--- config.mk ---
export PLATFORM = sky130hd
export DESIGN_NAME = twiddle_fetch_ctrl_flat
export DESIGN_NICKNAME = d
export VERILOG_FILES = /design/src/rtl/fft_twiddle_pkg.sv /design/src/rtl/twiddle_fetch_ctrl_if.sv /design/src/rtl/twiddle_fifo.sv /design/src/rtl/twiddle_fetch_ctrl.sv /design/src/flat_wrapper.sv
export SDC_FILE = /design/constraint.sdc
export NUM_CORES = 1
export LEC_CHECK = 0
export ABC_AREA = 0
export ABC_CLOCK_PERIOD_IN_PS = 11130
export BUFFER_PORTS_ARGS = -buffer_cell sky130_fd_sc_hd__buf_2
export CAP_MARGIN = 10
export CELL_PAD_IN_SITES_DETAIL_PLACEMENT = 1
export CELL_PAD_IN_SITES_GLOBAL_PLACEMENT = 2
export CORE_ASPECT_RATIO = 0.9
export CORE_UTILIZATION = 43
export CTS_CLUSTER_DIAMETER = 50
export DETAILED_ROUTE_END_ITERATION = 10
export GPL_TIMING_DRIVEN = 0
export PLACE_DENSITY = 0.8
export SYNTH_ARGS = -nofsm -noshare
export SYNTH_HDL_FRONTEND = slang
export SYNTH_SLANG_ARGS = --single-unit
--- constraint.sdc ---
create_clock -name clk_i -period 11.13 [get_ports clk_i]
set_clock_uncertainty 0.2 [all_clocks]
set_input_delay 2.226 -clock clk_i [delete_from_list [all_inputs] [get_ports clk_i]]
set_output_delay 2.226 -clock clk_i [all_outputs]
set_load 0.02 [all_outputs]
--- src/rtl/fft_twiddle_pkg.sv ---
// Shared types and constants for the twiddle fetch controller: FSM states,
// default widths and the {re, im} packing of one twiddle word.
package fft_twiddle_pkg;

  localparam int DEF_FFT_LOG2_MAX = 10;
  localparam int DEF_FIFO_DEPTH   = 4;
  localparam int DEF_ADDR_W       = 16;
  localparam int DEF_DATA_W       = 32;

  // One twiddle is {re Q1.15, im Q1.15}; re occupies the upper half.
  localparam int TW_PART_W = 16;
  localparam int TW_RE_LSB = 16;
  localparam int TW_IM_LSB = 0;

  typedef enum logic [1:0] {
    ST_IDLE,
    ST_FETCH,
    ST_DRAIN,
    ST_DONE
  } tw_state_e;

  function automatic logic [2*TW_PART_W-1:0] pack_twiddle(
    input logic [TW_PART_W-1:0] re,
    input logic [TW_PART_W-1:0] im
  );
    logic [2*TW_PART_W-1:0] w;
    w = '0;
    w[TW_RE_LSB +: TW_PART_W] = re;
    w[TW_IM_LSB +: TW_PART_W] = im;
    return w;
  endfunction

endpackage

--- src/rtl/twiddle_fetch_ctrl_if.sv ---
// ROM request/response bus and the twiddle valid/ready stream towards the
// butterfly; member names are seen from the controller side.
interface twiddle_fetch_ctrl_if
  import fft_twiddle_pkg::*;
#(
  parameter int ADDR_W = DEF_ADDR_W,
  parameter int DATA_W = DEF_DATA_W
);

  logic [ADDR_W-1:0] rom_addr_o;
  logic              rom_addr_valid_o;
  logic [DATA_W-1:0] rom_data_i;
  logic              rom_data_valid_i;
  logic [DATA_W-1:0] tw_data_o;
  logic              tw_valid_o;
  logic              tw_ready_i;

  modport master (
    output rom_addr_o, rom_addr_valid_o, tw_data_o, tw_valid_o,
    input  rom_data_i, rom_data_valid_i, tw_ready_i
  );

  modport slave (
    input  rom_addr_o, rom_addr_valid_o, tw_data_o, tw_valid_o,
    output rom_data_i, rom_data_valid_i, tw_ready_i
  );

endinterface

--- src/rtl/twiddle_fifo.sv ---
// Small synchronous FIFO with occupancy count; head word is shown
// combinationally and forced to zero while empty.
module twiddle_fifo #(
  parameter  int DEPTH = 4,
  parameter  int WIDTH = 32,
  localparam int PTR_W = $clog2(DEPTH),
  localparam int CNT_W = $clog2(DEPTH) + 1
) (
  input  logic             clk_i,
  input  logic             reset_i,
  input  logic             flush_i,
  input  logic             push_i,
  input  logic [WIDTH-1:0] data_i,
  input  logic             pop_i,
  output logic [WIDTH-1:0] data_o,
  output logic [CNT_W-1:0] count_o
);

  logic [WIDTH-1:0] mem_q [DEPTH];
  logic [PTR_W-1:0] wr_ptr_q, rd_ptr_q;
  logic [CNT_W-1:0] count_q;
  logic             do_push, do_pop;

  assign do_pop  = pop_i && (count_q != '0);
  assign do_push = push_i && ((count_q != CNT_W'(DEPTH)) || do_pop);

  always_ff @(posedge clk_i or posedge reset_i) begin
    if (reset_i) begin
      wr_ptr_q <= '0;
      rd_ptr_q <= '0;
      count_q  <= '0;
    end else if (flush_i) begin
      wr_ptr_q <= '0;
      rd_ptr_q <= '0;
      count_q  <= '0;
    end else begin
      if (do_push) wr_ptr_q <= wr_ptr_q + PTR_W'(1);
      if (do_pop)  rd_ptr_q <= rd_ptr_q + PTR_W'(1);
      count_q <= count_q + CNT_W'(do_push) - CNT_W'(do_pop);
    end
  end

  always_ff @(posedge clk_i) begin
    if (do_push && !flush_i) mem_q[wr_ptr_q] <= data_i;
  end

  assign data_o  = (count_q != '0) ? mem_q[rd_ptr_q] : '0;
  assign count_o = count_q;

endmodule

--- src/rtl/twiddle_fetch_ctrl.sv ---
// Walks the radix-2 twiddle address sequence for an FFT of length 2^L,
// throttling ROM reads so the twiddle FIFO can never overflow.
module twiddle_fetch_ctrl
  import fft_twiddle_pkg::*;
#(
  parameter int FFT_LOG2_MAX = DEF_FFT_LOG2_MAX,
  parameter int FIFO_DEPTH   = DEF_FIFO_DEPTH,
  parameter int ADDR_W       = DEF_ADDR_W,
  parameter int DATA_W       = DEF_DATA_W
) (
  input  logic                  clk_i,
  input  logic                  reset_i,
  input  logic                  start_i,
  input  logic [3:0]            fft_len_log2_i,
  input  logic                  abort_i,
  twiddle_fetch_ctrl_if.master  bus,
  output logic [3:0]            stage_o,
  output logic                  busy_o,
  output logic                  done_o,
  output logic                  error_o
);

  localparam int J_W   = FFT_LOG2_MAX - 1;
  localparam int CNT_W = $clog2(FIFO_DEPTH) + 1;

  tw_state_e         state_q;
  logic [3:0]        len_q, s_q, stage_q, addr_shift;
  logic [J_W-1:0]    j_q, j_last;
  logic              pend_q, busy_q, done_q, error_q;
  logic              len_ok, issue, last_req, flush, push, pop;
  logic [CNT_W-1:0]  fifo_count;
  logic [CNT_W:0]    reserved;
  logic [ADDR_W-1:0] addr_mask, addr_calc;

  assign len_ok = (fft_len_log2_i != 4'd0) && (fft_len_log2_i <= 4'(FFT_LOG2_MAX));

  // pend_q marks the request of the previous cycle, whose data is due now.
  assign reserved = {1'b0, fifo_count} + (CNT_W+1)'(pend_q);
  assign issue    = (state_q == ST_FETCH) && !abort_i &&
                    (reserved < (CNT_W+1)'(FIFO_DEPTH));

  assign j_last     = (J_W'(1) << (len_q - 4'd1)) - J_W'(1);
  assign last_req   = (s_q == len_q - 4'd1) && (j_q == j_last);
  assign addr_mask  = (ADDR_W'(1) << s_q) - ADDR_W'(1);
  assign addr_shift = len_q - 4'd1 - s_q;
  assign addr_calc  = (ADDR_W'(j_q) & addr_mask) << addr_shift;

  assign flush = abort_i && (state_q != ST_IDLE);
  assign push  = bus.rom_data_valid_i && pend_q;
  assign pop   = bus.tw_valid_o && bus.tw_ready_i;

  twiddle_fifo #(
    .DEPTH (FIFO_DEPTH),
    .WIDTH (DATA_W)
  ) u_fifo (
    .clk_i   (clk_i),
    .reset_i (reset_i),
    .flush_i (flush),
    .push_i  (push),
    .data_i  (bus.rom_data_i),
    .pop_i   (pop),
    .data_o  (bus.tw_data_o),
    .count_o (fifo_count)
  );

  assign bus.tw_valid_o       = (fifo_count != '0);
  assign bus.rom_addr_valid_o = issue;
  assign bus.rom_addr_o       = issue ? addr_calc : '0;
  assign stage_o              = issue ? s_q : stage_q;
  assign busy_o               = busy_q;
  assign done_o               = done_q;
  assign error_o              = error_q;

  always_ff @(posedge clk_i or posedge reset_i) begin
    if (reset_i) begin
      state_q <= ST_IDLE;
      len_q   <= '0;
      s_q     <= '0;
      j_q     <= '0;
      stage_q <= '0;
      pend_q  <= 1'b0;
      busy_q  <= 1'b0;
      done_q  <= 1'b0;
      error_q <= 1'b0;
    end else begin
      done_q  <= 1'b0;
      error_q <= 1'b0;
      pend_q  <= issue;
      if (flush) begin
        state_q <= ST_IDLE;
        busy_q  <= 1'b0;
        s_q     <= '0;
        j_q     <= '0;
        stage_q <= '0;
      end else begin
        case (state_q)
          ST_IDLE: begin
            if (start_i && !abort_i) begin
              if (len_ok) begin
                len_q   <= fft_len_log2_i;
                state_q <= ST_FETCH;
                busy_q  <= 1'b1;
              end else begin
                error_q <= 1'b1;
              end
            end
          end
          ST_FETCH: begin
            if (issue) begin
              stage_q <= s_q;
              if (last_req) begin
                state_q <= ST_DRAIN;
                s_q     <= '0;
                j_q     <= '0;
              end else if (j_q == j_last) begin
                j_q <= '0;
                s_q <= s_q + 4'd1;
              end else begin
                j_q <= j_q + J_W'(1);
              end
            end
          end
          ST_DRAIN: begin
            if ((fifo_count == '0) && !pend_q) begin
              state_q <= ST_DONE;
              busy_q  <= 1'b0;
              done_q  <= 1'b1;
            end
          end
          ST_DONE: begin
            state_q <= ST_IDLE;
            stage_q <= '0;
          end
          default: state_q <= ST_IDLE;
        endcase
      end
    end
  end

endmodule

--- src/flat_wrapper.sv ---
// flat-port wrapper written by rule: the top's interface ports become plain ports
module twiddle_fetch_ctrl_flat import fft_twiddle_pkg::*;
#(
  parameter int FFT_LOG2_MAX = DEF_FFT_LOG2_MAX,
  parameter int FIFO_DEPTH   = DEF_FIFO_DEPTH,
  parameter int ADDR_W       = DEF_ADDR_W,
  parameter int DATA_W       = DEF_DATA_W
)
  (clk_i, reset_i, start_i, fft_len_log2_i, abort_i, stage_o, busy_o, done_o, error_o, bus_rom_addr_o, bus_rom_addr_valid_o, bus_tw_data_o, bus_tw_valid_o, bus_rom_data_i, bus_rom_data_valid_i, bus_tw_ready_i);
  twiddle_fetch_ctrl_if #(.ADDR_W(ADDR_W), .DATA_W(DATA_W)) bus_i ();
  input  logic clk_i;
  input  logic reset_i;
  input  logic start_i;
  input  logic [3:0] fft_len_log2_i;
  input  logic abort_i;
  output logic [3:0] stage_o;
  output logic busy_o;
  output logic done_o;
  output logic error_o;
  output wire logic [$bits(bus_i.rom_addr_o)-1:0] bus_rom_addr_o;
  output wire logic [$bits(bus_i.rom_addr_valid_o)-1:0] bus_rom_addr_valid_o;
  output wire logic [$bits(bus_i.tw_data_o)-1:0] bus_tw_data_o;
  output wire logic [$bits(bus_i.tw_valid_o)-1:0] bus_tw_valid_o;
  input wire logic [$bits(bus_i.rom_data_i)-1:0] bus_rom_data_i;
  input wire logic [$bits(bus_i.rom_data_valid_i)-1:0] bus_rom_data_valid_i;
  input wire logic [$bits(bus_i.tw_ready_i)-1:0] bus_tw_ready_i;
  assign bus_rom_addr_o = bus_i.rom_addr_o;
  assign bus_rom_addr_valid_o = bus_i.rom_addr_valid_o;
  assign bus_tw_data_o = bus_i.tw_data_o;
  assign bus_tw_valid_o = bus_i.tw_valid_o;
  assign bus_i.rom_data_i = bus_rom_data_i;
  assign bus_i.rom_data_valid_i = bus_rom_data_valid_i;
  assign bus_i.tw_ready_i = bus_tw_ready_i;
  twiddle_fetch_ctrl #(.FFT_LOG2_MAX(FFT_LOG2_MAX), .FIFO_DEPTH(FIFO_DEPTH), .ADDR_W(ADDR_W), .DATA_W(DATA_W)) u_core (.clk_i(clk_i), .reset_i(reset_i), .start_i(start_i), .fft_len_log2_i(fft_len_log2_i), .abort_i(abort_i), .bus(bus_i), .stage_o(stage_o), .busy_o(busy_o), .done_o(done_o), .error_o(error_o));
endmodule
==> results by group <==
Outcome
  – Result of the run: complete, no violations

Synthesis
  – Area share of xor/xnor cells in the synthesized design: roughly 2.7%
  – Largest area contributor in the netlist: sky130_fd_sc_hd__edfxtp_1
  – Post-synthesis simple-gate area fraction: ~14%
  – Number of enable flip-flop cells after synthesis: approximately 130
  – Synth Area in Compound Gates: ~7.1%
  – Number of instances in the synthesized netlist: 630
  – Number of nets produced by synthesis: about 700
  – Yosys top cell area share: roughly 47%
  – Arithmetic-cell share of the synthesized area counting full adders, half adders and majority gates: between 4 and 5%
  – Flip-flop cell with the highest count after synthesis: sky130_fd_sc_hd__edfxtp_1
  – Share of synthesized flip-flops with an asynchronous set or reset: between 20% and 30%
  – Yosys warnings: 0
  – Area of the mapped netlist: a little over 8000 sq um
  – Number of different library cells in the post-synthesis netlist: 63
  – Part of the Yosys area used for sequential elements: between 50 and 60%
  – Share of cell area taken by muxes after synthesis: 11.3%
  – Syn Area/Cell: between 10 and 15 sq um
  – Flop and latch count out of synthesis: roughly 160
  – Combinational family with the most area after synthesis: simple AND/OR/NAND/NOR gates
  – Most area-consuming cells after synthesis: sky130_fd_sc_hd__edfxtp_1 (47%), sky130_fd_sc_hd__dfrtp_1 (10%), sky130_fd_sc_hd__mux4_2 (8.8%)

Pwr
  – Power per cell area: 284 nW/um^2
  – Leakage: around 0.0037 uW
  – Worst VDD drop: ~0.13 mV

Layout
  – Commonest non-fill, non-tap cells in the layout: sky130_fd_sc_hd__edfxtp_1 (128), sky130_fd_sc_hd__buf_2 (99), sky130_fd_sc_hd__nor2_1 (45)
  – Layout Cell Area excl Fill: approximately 9600 sq um
  – Area growth from synthesis to final layout: 17.3%
  – Post-route non-filler standard cell count: about 1000
  – Diodes inserted: 0
  – Fraction of layout cells with a size suffix above 1: 23.9%
  – Commonest non-fill, non-tap cell in the layout: sky130_fd_sc_hd__edfxtp_1
  – Total Nets Final: about 800

Die
  – Core Box Area: ~19000 sq um
  – Floorplan die height: between 100 and 150 um
  – Starting utilization of the core area: 44.2%
  – Die area: 19600 sq um
  – I/O pin count: 99
  – Rows: 47
  – X dimension of the die: between 100 and 150 um

Timing
  – Worst max-slew margin expressed relative to the limit: between 30 and 40%
  – Number of failing setup endpoints in the final timing report: 0
  – Highest clock frequency the design can meet: approximately 160 MHz
  – Min Tclk post-route: ~6 ns
  – Final Slew Violations: 0
  – Worst path setup slack after routing: 4.96 ns
  – Setup Total Neg Slack: 0 ns
  – Setup repair after global routing missed its margin: no
  – Share of the clock period used by the worst path after layout: 55.5%
  – Worst-Margin Slew: 0.932 ns
  – Final hold violations: 0

Route
  – Highest metal layer with signal wires: met4
  – Number of iterations in the first detailed-routing pass: 5
  – DRT iter0 DRCs: between 200 and 300
  – Number of vias after detailed routing: 5441
  – Wire length on met1: between 8000 and 9000 um
  – Met3 wire length: 1080 um
  – Average wire per standard cell: 19.1 um
  – Vias per Instance: 5.41
  – Routed WL: approximately 19000 um
  – Residual DRC count: 0
  – Number of nets still failing antenna checks after routing: 0
  – Met2 WL post-DR: 9130 um

Clock tree
  – Clk sink count: roughly 160
  – Maximum buffer depth of the clock tree: 2
  – H-tree levels: 4
  – Clock tree from TritonCTS: done
  – Clock-pin slew reported for the worst setup and hold paths after clock tree synthesis: approximately 0.06 ns
  – Number of buffers added to fix hold violations after cts: 0
  – TritonCTS Buffers: 17
  – Clk Latency, worst-skew pair: between 0.4 and 0.5 ns
  – Cell chosen for the clock root: sky130_fd_sc_hd__clkbuf_16
  – Buffers inserted during post-CTS setup optimization: 0
  – Total of cells resized after clock tree synthesis: 0

Setup path
  – Number of cells traversed by the worst register-to-register path: 14
  – Worst setup SP type: register
  – Setup slack of the most critical reg-to-reg path: between 6 and 7 ns
  – Maximum fanout count along the critical path: 10
  – Required time of the critical path: 8.70 ns
  – Reg-to-reg critical path startpoint: u_core.len_q[0]$_DFFE_PP0P_
  – FF-to-FF End: u_core.s_q[3]$_DFFE_PP0P_
  – Path type of the worst setup path: register to primary output
  – Arrival time of data at the critical path endpoint: ~3.8 ns
  – Type of destination of the critical path: primary output

Placed design
  – Number of I/O port buffers: ~100
  – Post-Place Worst Slack: between 5 and 6 ns
  – Placed cell area: 9010 sq um
  – Detailed-placement wirelength estimate: approximately 13000 um
  – Cell count after placement: between 900 and 1000
  – Last weighted congestion value of the routability-driven placer: between 0.8 and 0.9

Global routing
  – Maximum number of pins on one net before global-route repair: 33
  – Residual overflow from global routing: 0
  – Initial antenna violation count: 0
  – Via count of the first global-routing pass: approximately 6000
  – Total GRT Usage: roughly a fifth
  – First-pass GRT wire length: just over 30000 um

Worst hold path
  – Worst min path class: register to register
  – Number of cells on the worst hold path: 2
  – Startpoint of the worst hold path: u_core.busy_o$_DFFE_PP0P_
  – Hold EP: u_core.busy_o$_DFFE_PP0P_

Run
  – Number of max-cap violations: 0
-- critical path, cell delays in order (launching register included) --
cell and delay, ns:
sky130_fd_sc_hd__dfrtp_1 0.46, sky130_fd_sc_hd__inv_1 0.20, sky130_fd_sc_hd__ha_1 0.21, sky130_fd_sc_hd__clkbuf_1 0.36
sky130_fd_sc_hd__nand2_1 0.13, sky130_fd_sc_hd__ha_1 0.30, sky130_fd_sc_hd__nor4bb_1 0.28, sky130_fd_sc_hd__o21ai_0 0.17
sky130_fd_sc_hd__or2_2 0.36, sky130_fd_sc_hd__mux2_2 0.30, sky130_fd_sc_hd__mux2i_1 0.15, sky130_fd_sc_hd__a22oi_1 0.11
sky130_fd_sc_hd__nor2_1 0.13, sky130_fd_sc_hd__buf_2 0.18
-- metal layers --
metal | global-route usage [%] | vias to the layer above
li1 | - | 2582
met1 | 28.9 | 2709
met2 | 32.7 | 142
met3 | 4.34 | 8
met4 | 5.84 | 0
met5 | 0 | -
-- flip-flops by register name, indices dropped and copies added (netlist names) --
register                count
u_core.u_fifo.wr_ptr_q      2
u_core.done_o               1
u_core.s_q                  4
u_core.stage_q              4
u_core.u_fifo.count_o       3
u_core.error_o              1
u_core.j_q                  9
u_core.u_fifo.rd_ptr_q      2
u_core.pend_q               1
u_core.state_q              2
u_core.busy_o               1
u_core.u_fifo.mem_q       128
u_core.len_q                4
-- power breakdown --
group / switching [uW] / total (uW) / internal (uW)
logic: 853 / 1380 / 532
clock network: 264 / 584 / 320
registers: 53.2 / 759 / 705
total: 1170 / 2730 / 1560
-- area by class of cell --
class / count / area, sq um
clock buffer: 17 / 425
timing repair buffer: 99 / 518
inverter: 23 / 86.3
fill: 1923 / 8930
multi-input combinational: 411 / 3270
sequential: 162 / 4690
clock inverter: 14 / 161
tap: 245 / 307
buffer: 34 / 133
-- metrics by stage --
step                      utilization, %  total power (uW)  hold WS (ns)
final                               51.8              2730         0.380
after global routing                51.8              2910         0.422
after CTS                           51.8              2750         0.381
after detailed placement            48.6              2160         0.351
after global placement              48.5              2110         0.343
after floorplan                        -              1780         0.326
-- Yosys cell counts (2+ instances only) --
master / n
sky130_fd_sc_hd__o31ai_1: 2
sky130_fd_sc_hd__nor3_1: 7
sky130_fd_sc_hd__nand3b_1: 4
sky130_fd_sc_hd__o211a_1: 2
sky130_fd_sc_hd__clkbuf_1: 28
sky130_fd_sc_hd__or3_1: 6
sky130_fd_sc_hd__mux4_2: 32
sky130_fd_sc_hd__edfxtp_1: 128
sky130_fd_sc_hd__buf_1: 4
sky130_fd_sc_hd__xnor2_1: 13
sky130_fd_sc_hd__xor2_1: 12
sky130_fd_sc_hd__or4_1: 2
sky130_fd_sc_hd__nor4_1: 3
sky130_fd_sc_hd__o21ai_0: 23
sky130_fd_sc_hd__fa_1: 2
sky130_fd_sc_hd__o21ai_1: 2
sky130_fd_sc_hd__nor2_1: 45
sky130_fd_sc_hd__mux2i_1: 15
sky130_fd_sc_hd__or2_2: 2
sky130_fd_sc_hd__nand2_1: 41
sky130_fd_sc_hd__a31oi_1: 5
sky130_fd_sc_hd__nand3_1: 16
sky130_fd_sc_hd__mux2_2: 5
sky130_fd_sc_hd__nor3b_1: 7
sky130_fd_sc_hd__and4_1: 2
sky130_fd_sc_hd__ha_1: 27
sky130_fd_sc_hd__or2_1: 2
sky130_fd_sc_hd__nand4_1: 5
sky130_fd_sc_hd__a21oi_1: 18
sky130_fd_sc_hd__nor2b_1: 8
sky130_fd_sc_hd__a21o_1: 2
sky130_fd_sc_hd__o21a_1: 2
sky130_fd_sc_hd__dfrtp_1: 34
sky130_fd_sc_hd__and2_1: 38
sky130_fd_sc_hd__and3_1: 10
sky130_fd_sc_hd__nand2b_1: 12
sky130_fd_sc_hd__o22ai_1: 10
sky130_fd_sc_hd__o211ai_1: 5
sky130_fd_sc_hd__a22oi_1: 3
sky130_fd_sc_hd__inv_1: 22
sky130_fd_sc_hd__a22o_1: 2
-- cell families after synthesis --
family / after synthesis
xor gates and xnor gates: 25
buffers and inverters: 57
DFF: 162
adders and majority gates: 29
muxes: 52
and+or+nand+nor: 218
AOI/OAI and AO/OA: 87
-- worst max-delay path by stage --
stage                               from                  to  slack (ns)  depth (start not counted)
3_5_place_dp                     abort_i  bus_rom_addr_o[14]        5.01                          6
6_report       u_core.s_q[1]$_DFFE_PP0P_   bus_rom_addr_o[9]        4.96                         13
5_1_grt        u_core.s_q[1]$_DFFE_PP0P_   bus_rom_addr_o[8]        4.66                         15
3_3_place_gp                     abort_i  bus_rom_addr_o[14]        4.99                          6
4_1_cts        u_core.s_q[1]$_DFFE_PP0P_   bus_rom_addr_o[8]        4.93                         15
2_1_floorplan                    abort_i  bus_rom_addr_o[15]        5.37                          3
No activity file was read; power rests on OpenSTA's default activity.
